## config.mk

```make
export PLATFORM = sky130hd
export DESIGN_NAME = e203_subsys_clksw_ctrl_flat
export DESIGN_NICKNAME = d
export VERILOG_FILES = /design/src/rtl/e203_subsys_clksw_ctrl_pkg.sv /design/src/rtl/e203_subsys_clksw_ctrl_if.sv /design/src/rtl/e203_subsys_clksw_sync.sv /design/src/rtl/e203_subsys_clksw_ctrl.sv /design/src/flat_wrapper.sv
export SDC_FILE = /design/constraint.sdc
export NUM_CORES = 1
export LEC_CHECK = 0
export ABC_CLOCK_PERIOD_IN_PS = 2900
export CAP_MARGIN = 10
export CORE_ASPECT_RATIO = 1.75
export CORE_MARGIN = 4
export CORE_UTILIZATION = 51
export DETAILED_ROUTE_END_ITERATION = 8
export GPL_ROUTABILITY_DRIVEN = 0
export PLACE_DENSITY = 0.67
export SETUP_SLACK_MARGIN = 0.2
export SLEW_MARGIN = 10
export SYNTH_ARGS = -nofsm -noshare
export SYNTH_HDL_FRONTEND = slang
export SYNTH_SLANG_ARGS = --single-unit
export TNS_END_PERCENT = 10
```

## constraint.sdc

```tcl
create_clock -name clk -period 2.9 [get_ports clk]
set_input_delay 0.435 -clock clk [delete_from_list [all_inputs] [get_ports clk]]
set_output_delay 0.435 -clock clk [all_outputs]
set_load 0.03 [all_outputs]
```

## src/rtl/e203_subsys_clksw_ctrl_pkg.sv

```systemverilog
// Shared definitions for the PLL/reference clock-switch sequencer:
// state encoding and default timing constants.
package e203_subsys_clksw_pkg;

   localparam logic [2:0] ST_SEL0      = 3'd0;
   localparam logic [2:0] ST_WAIT_LOCK = 3'd1;
   localparam logic [2:0] ST_SW_TO1    = 3'd2;
   localparam logic [2:0] ST_SEL1      = 3'd3;
   localparam logic [2:0] ST_SW_TO0    = 3'd4;

   typedef enum logic [2:0] {
      SEL0      = ST_SEL0,
      WAIT_LOCK = ST_WAIT_LOCK,
      SW_TO1    = ST_SW_TO1,
      SEL1      = ST_SEL1,
      SW_TO0    = ST_SW_TO0
   } clksw_state_t;

   localparam int LOCK_WAIT_DEF  = 16;
   localparam int SETTLE_CYC_DEF = 8;
   localparam int TMO_CYC_DEF    = 4096;
   localparam int CNT_W_DEF      = 12;

endpackage

```

## src/rtl/e203_subsys_clksw_ctrl_if.sv

```systemverilog
// Control/status bundle between the CSR block and the clock-switch sequencer.
interface e203_subsys_clksw_ctrl_if;
   import e203_subsys_clksw_pkg::*;

   logic pll_lock;
   logic sw_req;
   logic sts_clr;
   logic irq_en;
   logic sel1;
   logic busy;
   logic cur_sel;
   logic lock_lost;
   logic lock_tmo;
   logic irq;

   modport master (
      output pll_lock, sw_req, sts_clr, irq_en,
      input  sel1, busy, cur_sel, lock_lost, lock_tmo, irq
   );

   modport slave (
      input  pll_lock, sw_req, sts_clr, irq_en,
      output sel1, busy, cur_sel, lock_lost, lock_tmo, irq
   );

endinterface

```

## src/rtl/e203_subsys_clksw_sync.sv

```systemverilog
// Two-flop synchronizer for a slow asynchronous status level.
module e203_subsys_clksw_sync (
   input  logic clk,
   input  logic rst,
   input  logic d,
   output logic q
);

   logic meta_reg;
   logic sync_reg;

   always_ff @(posedge clk) begin
      if (rst) begin
         meta_reg <= 1'b0;
         sync_reg <= 1'b0;
      end else begin
         meta_reg <= d;
         sync_reg <= meta_reg;
      end
   end

   assign q = sync_reg;

endmodule

```

## src/rtl/e203_subsys_clksw_ctrl.sv

```systemverilog
// Sequencer driving the glitch-free mux sel1: waits for stable PLL lock,
// holds selection through mux settling, and falls back to clk0 on lock loss.
module e203_subsys_clksw_ctrl
   import e203_subsys_clksw_pkg::*;
#(
   parameter int LOCK_WAIT  = LOCK_WAIT_DEF,
   parameter int SETTLE_CYC = SETTLE_CYC_DEF,
   parameter int TMO_CYC    = TMO_CYC_DEF,
   parameter int CNT_W      = CNT_W_DEF
) (
   input  logic                     clk,
   input  logic                     rst,
   e203_subsys_clksw_ctrl_if.slave  bus
);

   localparam logic [CNT_W-1:0] LOCK_LAST = CNT_W'(LOCK_WAIT - 1);
   localparam logic [CNT_W-1:0] SET_LAST  = CNT_W'(SETTLE_CYC - 1);
   localparam logic [CNT_W-1:0] TMO_LAST  = CNT_W'(TMO_CYC - 1);

   logic             lock_s;
   logic             arm;
   clksw_state_t     state_reg;
   logic [CNT_W-1:0] lock_cnt_reg;
   logic [CNT_W-1:0] tmo_cnt_reg;
   logic [CNT_W-1:0] set_cnt_reg;
   logic             sel1_reg;
   logic             busy_reg;
   logic             cur_sel_reg;
   logic             lock_lost_reg;
   logic             lock_tmo_reg;
   logic             irq_reg;

   e203_subsys_clksw_sync u_lock_sync (
      .clk (clk),
      .rst (rst),
      .d   (bus.pll_lock),
      .q   (lock_s)
   );

   // A latched fault blocks re-arming until software clears it.
   assign arm = bus.sw_req & ~lock_lost_reg & ~lock_tmo_reg;

   // Outputs are written alongside each state change so they always reflect the state being entered.
   always_ff @(posedge clk) begin
      if (rst) begin
         state_reg     <= SEL0;
         lock_cnt_reg  <= '0;
         tmo_cnt_reg   <= '0;
         set_cnt_reg   <= '0;
         sel1_reg      <= 1'b0;
         busy_reg      <= 1'b0;
         cur_sel_reg   <= 1'b0;
         lock_lost_reg <= 1'b0;
         lock_tmo_reg  <= 1'b0;
         irq_reg       <= 1'b0;
      end else begin
         irq_reg <= bus.irq_en & (lock_lost_reg | lock_tmo_reg);
         if (bus.sts_clr) begin
            lock_lost_reg <= 1'b0;
            lock_tmo_reg  <= 1'b0;
         end
         case (state_reg)
            SEL0: begin
               if (arm) begin
                  state_reg    <= WAIT_LOCK;
                  busy_reg     <= 1'b1;
                  lock_cnt_reg <= '0;
                  tmo_cnt_reg  <= '0;
               end
            end
            WAIT_LOCK: begin
               if (!bus.sw_req) begin
                  state_reg <= SEL0;
                  busy_reg  <= 1'b0;
               end else if (lock_s && (lock_cnt_reg == LOCK_LAST)) begin
                  state_reg   <= SW_TO1;
                  sel1_reg    <= 1'b1;
                  set_cnt_reg <= '0;
               end else begin
                  lock_cnt_reg <= lock_s ? lock_cnt_reg + 1'b1 : '0;
                  tmo_cnt_reg  <= tmo_cnt_reg + 1'b1;
                  if (tmo_cnt_reg == TMO_LAST) begin
                     lock_tmo_reg <= 1'b1;
                     state_reg    <= SEL0;
                     busy_reg     <= 1'b0;
                  end
               end
            end
            SW_TO1: begin
               if (!lock_s) begin
                  lock_lost_reg <= 1'b1;
                  state_reg     <= SW_TO0;
                  sel1_reg      <= 1'b0;
                  set_cnt_reg   <= '0;
               end else if (set_cnt_reg == SET_LAST) begin
                  state_reg   <= SEL1;
                  busy_reg    <= 1'b0;
                  cur_sel_reg <= 1'b1;
               end else begin
                  set_cnt_reg <= set_cnt_reg + 1'b1;
               end
            end
            SEL1: begin
               if (!lock_s || !bus.sw_req) begin
                  if (!lock_s) begin
                     lock_lost_reg <= 1'b1;
                  end
                  state_reg   <= SW_TO0;
                  sel1_reg    <= 1'b0;
                  busy_reg    <= 1'b1;
                  cur_sel_reg <= 1'b0;
                  set_cnt_reg <= '0;
               end
            end
            SW_TO0: begin
               if (set_cnt_reg == SET_LAST) begin
                  state_reg <= SEL0;
                  busy_reg  <= 1'b0;
               end else begin
                  set_cnt_reg <= set_cnt_reg + 1'b1;
               end
            end
            default: begin
               state_reg   <= SEL0;
               sel1_reg    <= 1'b0;
               busy_reg    <= 1'b0;
               cur_sel_reg <= 1'b0;
            end
         endcase
      end
   end

   assign bus.sel1      = sel1_reg;
   assign bus.busy      = busy_reg;
   assign bus.cur_sel   = cur_sel_reg;
   assign bus.lock_lost = lock_lost_reg;
   assign bus.lock_tmo  = lock_tmo_reg;
   assign bus.irq       = irq_reg;

endmodule

```

## src/flat_wrapper.sv

```systemverilog
// flat-port wrapper written by rule: the top's interface ports become plain ports
module e203_subsys_clksw_ctrl_flat import e203_subsys_clksw_pkg::*;
#(
   parameter int LOCK_WAIT  = LOCK_WAIT_DEF,
   parameter int SETTLE_CYC = SETTLE_CYC_DEF,
   parameter int TMO_CYC    = TMO_CYC_DEF,
   parameter int CNT_W      = CNT_W_DEF
)
  (clk, rst, bus_pll_lock, bus_sw_req, bus_sts_clr, bus_irq_en, bus_sel1, bus_busy, bus_cur_sel, bus_lock_lost, bus_lock_tmo, bus_irq);
  e203_subsys_clksw_ctrl_if bus_i ();
  input  logic clk;
  input  logic rst;
  input wire logic [$bits(bus_i.pll_lock)-1:0] bus_pll_lock;
  input wire logic [$bits(bus_i.sw_req)-1:0] bus_sw_req;
  input wire logic [$bits(bus_i.sts_clr)-1:0] bus_sts_clr;
  input wire logic [$bits(bus_i.irq_en)-1:0] bus_irq_en;
  output wire logic [$bits(bus_i.sel1)-1:0] bus_sel1;
  output wire logic [$bits(bus_i.busy)-1:0] bus_busy;
  output wire logic [$bits(bus_i.cur_sel)-1:0] bus_cur_sel;
  output wire logic [$bits(bus_i.lock_lost)-1:0] bus_lock_lost;
  output wire logic [$bits(bus_i.lock_tmo)-1:0] bus_lock_tmo;
  output wire logic [$bits(bus_i.irq)-1:0] bus_irq;
  assign bus_i.pll_lock = bus_pll_lock;
  assign bus_i.sw_req = bus_sw_req;
  assign bus_i.sts_clr = bus_sts_clr;
  assign bus_i.irq_en = bus_irq_en;
  assign bus_sel1 = bus_i.sel1;
  assign bus_busy = bus_i.busy;
  assign bus_cur_sel = bus_i.cur_sel;
  assign bus_lock_lost = bus_i.lock_lost;
  assign bus_lock_tmo = bus_i.lock_tmo;
  assign bus_irq = bus_i.irq;
  e203_subsys_clksw_ctrl #(.LOCK_WAIT(LOCK_WAIT), .SETTLE_CYC(SETTLE_CYC), .TMO_CYC(TMO_CYC), .CNT_W(CNT_W)) u_core (.clk(clk), .rst(rst), .bus(bus_i));
endmodule
```

==> results of run 1 <==
[power groups by stage]
stage          clock network (uW)  registers, uW  logic [uW]
5_1_grt                       439            666         138
6_report                      405            664         124
3_3_place_gp                    0            679         123
4_1_cts                       412            664         124
3_5_place_dp                    0            679         124
2_1_floorplan                   0            676        87.5
[worst register-to-register path, cell delays in order (launching register included)]
cell and delay [ns]:
dfxtp_1 0.34, ha_1 0.24, nand3_1 0.31, o41ai_4 0.17, a2111o_1 0.52, or4_1 0.51
o21ai_0 0.08
[synth_stat cells (all sizes together) (8+ instances only)]
cell type,n
dfxtp,47
a21oi,36
nand2,28
nor2,22
o21ai,16
nand3,12
a311oi,11
inv,11
clkbuf,10
or4,10
nand4,9
buf,8
[layout make-up]
class	instances	area, um^2	share of cell area (%)
clock buffer	6	82.6	2.86
clock inverter	1	5.00	0.173
inverter	11	41.3	1.43
multi-input combinational	244	1540	53.4
sequential	47	941	32.6
tap	54	67.6	2.34
timing repair buffer	24	208	7.20
[kinds of logic (layout without fill, tap and decap cells)]
family                   count (synthesis)  after routing  share of synthesized area (%)
adder cells (fa/ha/maj)                  3              3                           1.44
AO/OA/AOI/OAI                          101            101                           26.7
XOR/XNOR                                11             11                           3.69
AND/OR/NAND/NOR                        129            129                           27.1
flip-flops                              47             47                           36.0
buffers and inverters                   29             42                           4.98
[cells in the final DEF (no fill, tap or decap), types with 6 or more instances in the layout]
master           instances
or3_1                    7
clkbuf_8                 6
inv_1                   11
a211oi_1                 6
and3_1                   6
nand2b_1                 7
a21oi_1                 35
buf_4                   13
nand3_1                 12
nor2_1                  22
xnor2_1                  7
o21ai_0                 15
o31ai_1                  7
or4_1                    9
nand4_1                  9
nand2_1                 28
dfxtp_1                 47
clkdlybuf4s50_1         11
a311oi_1                11
nor3_1                   7
[worst paths after layout]
kind                                    start                      to  slack, ns  cells after the start
setup reg to reg       u_core.lock_cnt_reg[0]  u_core.lock_cnt_reg[7]       0.67                      6
hold reg to reg   u_core.u_lock_sync.meta_reg    u_core.u_lock_sync.q       0.45                      1
hold / removal    u_core.u_lock_sync.meta_reg    u_core.u_lock_sync.q       0.45                      1
setup / recovery       u_core.lock_cnt_reg[0]  u_core.lock_cnt_reg[7]       0.67                      6
[metrics by stage]
step / utilization [%] / hold slack [ns] / cell area, um^2 / cells
detailed placement: 56.2 / 0.440 / 2800 / 380
floorplan: - / 0.414 / 2610 / 320
global route: 58.0 / 0.463 / 2890 / 387
finish: 58.0 / 0.450 / 2890 / 387
global placement: 56.2 / 0.421 / 2800 / 380
CTS: 58.0 / 0.459 / 2890 / 387
[routing by layer]
metal / routed length (um) / vias up / share of wire (%) / global-route usage (%)
met3: 113 / 6 / 1.8 / 3.38
li1: - / 1238 / - / -
met2: 3530 / 21 / 57 / 39.5
met5: 0 / - / 0 / 0
met4: 73 / 0 / 1.2 / 6.37
met1: 2480 / 1176 / 40 / 25.3
==> flow_summary.json, run 1 <==
{
  "status": "complete, no violations",
  "port_buffers": 11,
  "io_pins": 12,
  "pwr-share-comb_pct": 10.4,
  "fin_crit_sh_pct": 77.0,
  "syn_inst": 320,
  "cp.arrival_ns": 2.47,
  "drc": 0,
  "cp_data_required_time_ns": 3.14,
  "rows": 34,
  "wire_per_inst_um": 16.0,
  "start_util_pct": 52.5,
  "dp_hpwl_mm": 4.63,
  "syn_area_mm2": 0.00261,
  "worstHoldPathType": "flip-flop to flip-flop",
  "overflow": 0,
  "min_period_ns": 2.23,
  "worst_slack_ns": 0.666,
  "dr_total_vias": 2441,
  "htree_num_levels": 2,
  "yosysTopAreaCellShare_pct": 36.0,
  "grt_setup_unrepaired": "no",
  "slew_viol_final": 0,
  "power.switching_uw": 303,
  "worst_setup_path_start_kind": "flip-flop",
  "cts_buffers": 5,
  "clk_pin_slew_ns": 0.09,
  "setup_violations": 0,
  "routed_via_density": 6.31,
  "post_cts_resized": 0,
  "leakage_uw": 0.000894,
  "synth_area_leaders": "dfxtp_1 (36%), a21oi_1 (6.7%), nand2_1 (4.0%)",
  "drt-pass1-iter-count": 4,
  "relSlewSlack_pct": 57.2,
  "routed_wl_mm": 6.20,
  "grt_pass1_vias": 2261,
  "grt_usage_pct": 21.8,
  "yosys_warnings": 0,
  "fill_cells": 480,
  "grt_pass1_wl_mm": 10.7,
  "cts_hold_buffers": 0,
  "p_per_area_mw_per_mm2": 413,
  "clk_latency_ns": 0.30,
  "max_stage_delay_ns": 0.52,
  "finalSetupTns_ns": 0,
  "worst_setup_path_end_kind": "flip-flop",
  "antenna_cells": 0,
  "antenna_found_initial": 0,
  "path_class": "flip-flop to flip-flop",
  "async_reset_ff_share_pct": 0,
  "drive_gt1_share_pct": 9.01,
  "cp_top_family": "simple AND/OR/NAND/NOR gates",
  "max_freq_mhz": 448,
  "final_antenna_net_count": 0,
  "areaGrowthSynthToFinish_pct": 10.5,
  "syn_avg_cell_area_um2": 8.16,
  "synth_top_cell_by_area": "dfxtp_1",
  "hold_viol_final": 0,
  "synth_edf_count": 0,
  "die_width_um": 62.1,
  "clock_skew_ns": 0.00975,
  "clock-sinks": 47,
  "synth_nets": 329,
  "post_cts_buffers": 0,
  "path_max_fanout": 7,
  "ir_drop_mv": 0.350,
  "p_sw_share_pct": 25.4,
  "die_area_mm2": 0.00637,
  "critical_path_buf_inv_count": 0,
  "synth_seq_cells": 47,
  "cap_violations": 0,
  "grt_max_degree": 28,
  "synth-seq-area-share_pct": 36.0,
  "cts_tree": "done",
  "power.internal_uw": 889,
  "cp_slowest_cell": "a2111o_1",
  "post-place-ws_ns": 0.442,
  "cts_buffer_depth": 2,
  "ys_types": 52,
  "clock-root-buffer": "clkbuf_8",
  "p_seq_share_pct": 55.7,
  "die_y_um": 103,
  "worstMarginPinSlew_ns": 0.642,
  "nets": 342,
  "fin_total_pwr_uw": 1190,
  "design.core.area_mm2": 0.00498,
  "path_cells": "ha_1 > nand3_1 > o41ai_4 > a2111o_1 > or4_1 > o21ai_0",
  "drt_iter0_markers": 100,
  "clkPwrFrac_pct": 34.0,
  "ys.flop_type": "dfxtp_1"
}
Note: power is estimated with default switching activity, not from simulation.
==> inputs of run 2 (changes only) <==
--- a/config.mk
+++ b/config.mk
@@ -5,14 +5,14 @@
 export SDC_FILE = /design/constraint.sdc
 export NUM_CORES = 1
 export LEC_CHECK = 0
-export ABC_CLOCK_PERIOD_IN_PS = 2900
+export ABC_CLOCK_PERIOD_IN_PS = 2000
 export CAP_MARGIN = 10
 export CORE_ASPECT_RATIO = 1.75
 export CORE_MARGIN = 4
 export CORE_UTILIZATION = 51
 export DETAILED_ROUTE_END_ITERATION = 8
 export GPL_ROUTABILITY_DRIVEN = 0
-export PLACE_DENSITY = 0.67
+export PLACE_DENSITY = 0.7
 export SETUP_SLACK_MARGIN = 0.2
 export SLEW_MARGIN = 10
 export SYNTH_ARGS = -nofsm -noshare
==> constraint.sdc (replaced) <==
create_clock -name clk -period 2 [get_ports clk]
set_input_delay 0.3 -clock clk [delete_from_list [all_inputs] [get_ports clk]]
set_output_delay 0.3 -clock clk [all_outputs]
set_load 0.03 [all_outputs]
==> run 2 against run 1 <==
Die area stayed put. Routed wire length is 17% higher. Clock power is 59% higher. Sequential cell count stayed put. Combinational power is 120% higher. Via count is 12% higher. Register-to-register slack worse by 0.62 ns. Sequential power is 44% higher. Critical path type unchanged. First-iteration DRC count is 9.0% higher.
==> flow_summary.json, run 2 (synthesized netlist as in run 1, its figures left out) <==
{
  "routed_wl_mm": 7.24,
  "dp_cells": 418,
  "areaGrowthSynthToFinish_pct": 33.8,
  "cp.arrival_ns": 2.15,
  "grt_pass1_wl_mm": 11.6,
  "finalSetupTns_ns": 0,
  "cp_data_required_time_ns": 2.19,
  "worst_setup_path_end_kind": "flip-flop",
  "relSlewSlack_pct": 68.5,
  "startpoint": "u_core.lock_cnt_reg[8]",
  "clk_latency_ns": 0.30,
  "grt_pass1_vias": 2533,
  "clock_skew_ns": 0.00818,
  "port_buffers": 11,
  "path_class": "flip-flop to flip-flop",
  "max_freq_mhz": 510,
  "io_pins": 12,
  "leakage_uw": 0.00116,
  "place_area_mm2": 0.00310,
  "drt-pass1-iter-count": 4,
  "rows": 34,
  "r2r_slack_ns": 0.04,
  "dp_hpwl_mm": 5.25,
  "final_common_cell": "buf_4",
  "clock-sinks": 47,
  "grt_usage_pct": 23.8,
  "wire_per_inst_um": 16.8,
  "min_period_ns": 1.96,
  "most-common-layout-cells": "buf_4 (47), dfxtp_1 (37), a21oi_1 (30)",
  "start_util_pct": 52.5,
  "hold_viol_final": 0,
  "crit_end": "u_core.lock_cnt_reg[3]",
  "worstHoldPathType": "flip-flop to flip-flop",
  "nets": 384,
  "final_antenna_net_count": 0,
  "die_width_um": 62.1,
  "ir_drop_mv": 0.447,
  "post-place-ws_ns": -0.187,
  "htree_num_levels": 2,
  "cts_tree": "done",
  "routed_via_density": 6.34,
  "cts_buffer_depth": 2,
  "ff2ff_path_depth": 6,
  "p_per_area_mw_per_mm2": 536,
  "drc": 0,
  "worst_setup_path_start_kind": "flip-flop",
  "design.core.area_mm2": 0.00498,
  "grt_max_degree": 17,
  "status": "complete, no violations",
  "setup_violations": 0,
  "fin_crit_sh_pct": 97.9,
  "slew_viol_final": 0,
  "dr_total_vias": 2726,
  "drt_iter0_markers": 109,
  "drive_gt1_share_pct": 31.1,
  "die_area_mm2": 0.00637,
  "fin_cells": 430,
  "path_max_fanout": 6,
  "grt_setup_unrepaired": "yes",
  "cts_buffers": 5,
  "timing.rr.start": "u_core.lock_cnt_reg[8]",
  "design_area_mm2": 0.00349,
  "worstMarginPinSlew_ns": 0.470,
  "worst_slack_ns": 0.0411,
  "die_y_um": 103,
  "overflow": 0,
  "fin_total_pwr_uw": 1870,
  "cap_violations": 0,
  "antenna_found_initial": 0,
  "clock-root-buffer": "clkbuf_8",
  "clk_pin_slew_ns": 0.09,
  "antenna_cells": 0,
  "r2r_end": "u_core.lock_cnt_reg[3]"
}
[run 2: cell count changes in the layout (fill, tap and decap cells not counted), sizes merged]
cell | before | now
clkdlybuf4s50 | 11 | 10
dlymetal6s2s | 0 | 1
o21ai | 16 | 17
clkbuf | 6 | 7
buf | 13 | 54
clkinvlp | 0 | 1
clkinv | 1 | 0
[run 2: through the flow]
step | util [%] | hold slack [ns]
2_1_floorplan | - | 0.414
3_3_place_gp | 62.3 | 0.433
3_5_place_dp | 62.3 | 0.431
4_1_cts | 65.5 | 0.452
5_1_grt | 70.2 | 0.470
6_report | 70.2 | 0.448
[run 2: worst max-delay path, stage by stage, from the launching register on]
cell and delay, ns:
dfxtp_2 0.33, or4_4 0.58, o41ai_4 0.37, a2111oi_0 0.18, buf_4 0.16, xnor2_1 0.16
nor2_1 0.06
[run 2: final cells by class]
| cell class | count | area (um^2) |
|---|---|---|
| clock buffer | 7 | 96.3 |
| clock inverter | 1 | 7.51 |
| fill | 408 | 1480 |
| inverter | 11 | 41.3 |
| multi-input combinational | 245 | 1770 |
| sequential | 47 | 963 |
| tap | 54 | 67.6 |
| timing repair buffer | 65 | 544 |
[run 2: worst min path at each step]
| stage | startpoint | end | slack [ns] | cells after the start |
|---|---|---|---|---|
| finish | u_core.u_lock_sync.meta_reg | u_core.u_lock_sync.q | 0.45 | 1 |
| global route | u_core.u_lock_sync.meta_reg | u_core.u_lock_sync.q | 0.47 | 1 |
| CTS | u_core.u_lock_sync.meta_reg | u_core.u_lock_sync.q | 0.45 | 1 |
| detailed placement | u_core.u_lock_sync.meta_reg | u_core.u_lock_sync.q | 0.43 | 1 |
| global placement | u_core.u_lock_sync.meta_reg | u_core.u_lock_sync.q | 0.43 | 1 |
| floorplan | u_core.u_lock_sync.meta_reg | u_core.u_lock_sync.q | 0.41 | 1 |
[run 2: where the power goes]
part | leakage, uW | internal, uW | switching, uW
sequential | 0.000386 | 944 | 13.7
combinational | 0.000724 | 126 | 147
clock | 0.0000505 | 315 | 328
[run 2: timing repair]
action / 4_1_cts / 5_1_grt
setup buffers: 2 / 1
setup endpoints to repair: 35 / 39
hold buffers: 0 / 0
pin swaps: 9 / 39
gates cloned: 0 / 1
resized for setup: 9 / 56
[run 2: routing by layer]
layer  up-vias  wire [um]  track usage [%]
met5         -          0                0
met1      1313       2710             24.8
met3        25        238             3.88
met2        77       4030             42.8
met4         0        260             12.7
li1       1311          -                -
==> inputs of run 3 (changes only) <==
--- a/config.mk
+++ b/config.mk
@@ -12,6 +12,8 @@
 export CORE_UTILIZATION = 51
 export DETAILED_ROUTE_END_ITERATION = 8
 export GPL_ROUTABILITY_DRIVEN = 0
+export GPL_TIMING_DRIVEN = 0
+export MAX_ROUTING_LAYER = met4
 export PLACE_DENSITY = 0.7
 export SETUP_SLACK_MARGIN = 0.2
 export SLEW_MARGIN = 10
==> run 3 against run 2 <==
The flow now finishes with violations (negative setup slack). Utilization fell by 6.4 points. Critical path depth did not move. Worst hold slack got worse by 0.075 ns. Clock skew shrank 0.0023 ns. Sequential power is essentially flat. Cell count shrank 5.1%. Sequential share of layout area up 2.7 points. Register-to-register slack lost 0.09 ns. Via count shrank 4.1%. Worst setup slack worse by 0.092 ns. Critical path type unchanged. Largest cell class unchanged. Highest routed layer unchanged.
==> flow_summary.json, run 3 (synthesized netlist as in run 1, its figures left out) <==
{
  "fin_crit_sh_pct": 103,
  "antenna_cells": 0,
  "grt_setup_unrepaired": "yes",
  "routed_wl_mm": 6.97,
  "routed_via_density": 6.41,
  "routed.top_layer": "met4",
  "rows": 34,
  "crit_path_frequent_cell": "buf_6",
  "met1_length_mm": 2.84,
  "die_width_um": 62.1,
  "clk_latency_ns": 0.31,
  "io_pins": 12,
  "areaGrowthSynthToFinish_pct": 21.7,
  "violations": "negative setup slack",
  "grt_pass1_wl_mm": 11.8,
  "wire_per_inst_um": 17.1,
  "met2_wirelength_mm": 3.76,
  "cp_top_family": "simple AND/OR/NAND/NOR gates",
  "leakage_uw": 0.00100,
  "route.met3.wl_um": 173,
  "nets": 362,
  "grt_usage_pct": 25.0,
  "worst_slack_ns": -0.0514,
  "design.core.area_mm2": 0.00498,
  "relSlewSlack_pct": 60.0,
  "dp_cells": 384,
  "cp_data_required_time_ns": 2.25,
  "cp_slowest_cell": "or4_1",
  "worst_setup_path_start_kind": "flip-flop",
  "most-common-layout-cells": "a21oi_1 (34), dfxtp_1 (33), nand2_1 (28)",
  "status": "finished with violations",
  "post-place-ws_ns": -0.718,
  "clk_pin_slew_ns": 0.09,
  "drc": 0,
  "ir_drop_mv": 0.576,
  "drt_iter0_markers": 90,
  "start_util_pct": 52.5,
  "die_y_um": 103,
  "drive_gt1_share_pct": 20.9,
  "holdWs_ns": 0.373,
  "cp.arrival_ns": 2.30,
  "path_class": "flip-flop to flip-flop",
  "grt_max_degree": 14,
  "cts_buffers": 5,
  "worstMarginPinSlew_ns": 0.584,
  "clock-sinks": 47,
  "setup_violations": 15,
  "path_max_fanout": 8,
  "p_per_area_mw_per_mm2": 580,
  "min_period_ns": 2.05,
  "antenna_found_initial": 0,
  "final_antenna_net_count": 0,
  "dp_hpwl_mm": 4.79,
  "drt-pass1-iter-count": 4,
  "worst_setup_path_end_kind": "flip-flop",
  "final_common_cell": "a21oi_1",
  "cap_violations": 0,
  "clock-root-buffer": "clkbuf_8",
  "cts_buffer_depth": 2,
  "htree_num_levels": 2,
  "die_area_mm2": 0.00637,
  "max_freq_mhz": 487,
  "fin_cells": 408,
  "grt_pass1_vias": 2514,
  "worstHoldPathType": "input pin to flip-flop",
  "utilization_pct": 63.8,
  "dr_total_vias": 2614,
  "hold_viol_final": 0,
  "slew_viol_final": 0,
  "port_buffers": 10,
  "cts_tree": "done",
  "path_cells": "buf_6 > or3_4 > buf_6 > a2111o_1 > or4_1 > o21ai_1",
  "overflow": 0,
  "clock_skew_ns": 0.00590,
  "finalSetupTns_ns": -0.173,
  "critical_path_buf_inv_count": 2,
  "max_stage_delay_ns": 0.52
}
## run 3: cell types whose count changed in the layout (fill, tap and decap cells not counted), sizes merged
cell           change
buf               -30
clkinvlp           -1
clkdlybuf4s15      +1
clkbuf            +11
clkdlybuf4s50      -1
dlymetal6s2s       -1
o21ai              -1
## run 3: cell type report
type / count / area, um^2
well taps: 54 / 67.6
repair buffers: 26 / 228
clock buffers: 8 / 100
plain buffers: 18 / 111
inverters: 11 / 41.3
multi-input cells: 244 / 1670
flip-flops and latches: 47 / 963
fillers: 461 / 1800
## run 3: repair_timing
item,in CTS,in global routing
setup buffers,8,7
hold buffers,0,0
pin swaps,22,10
hold endpoints to repair,0,0
setup endpoints to repair,40,42
resized for setup,30,19
cloned,1,0
## run 3: routing by layer
layer	GRT usage (%)	vias up
li1	-	1270
met1	28.0	1287
met2	42.6	38
met3	3.38	19
met4	10.6	0
met5	-	-
## run 3: path summary, 6_finish.rpt
check | to | cells past startpoint | start | slack, ns
max | u_core.lock_cnt_reg[7] | 6 | u_core.state_reg[0] | -0.05
min | u_core.u_lock_sync.q | 2 | rst | 0.37
max reg2reg | u_core.lock_cnt_reg[7] | 6 | u_core.state_reg[0] | -0.05
min reg2reg | u_core.u_lock_sync.q | 1 | u_core.u_lock_sync.meta_reg | 0.44
## run 3: report_power, final
part	leakage [uW]	internal (uW)	switching (uW)
sequential	0.000387	946	8.72
combinational	0.000566	103	137
clock	0.0000515	316	331
## run 3: stage by stage
stage	power (uW)	cell area (um^2)
finish	1840	3180
global route	1900	3180
CTS	1830	3080
detailed placement	1170	2810
global placement	1170	2810
floorplan	1120	2640
## run 3: worst reg2reg max path, delay by kind of cell (launching register included)
family	cells	cell delay, ns
AND/OR/NAND/NOR	2	0.84
buffers and inverters	2	0.25
AO/OA/AOI/OAI	2	0.58
flip-flops	1	0.32
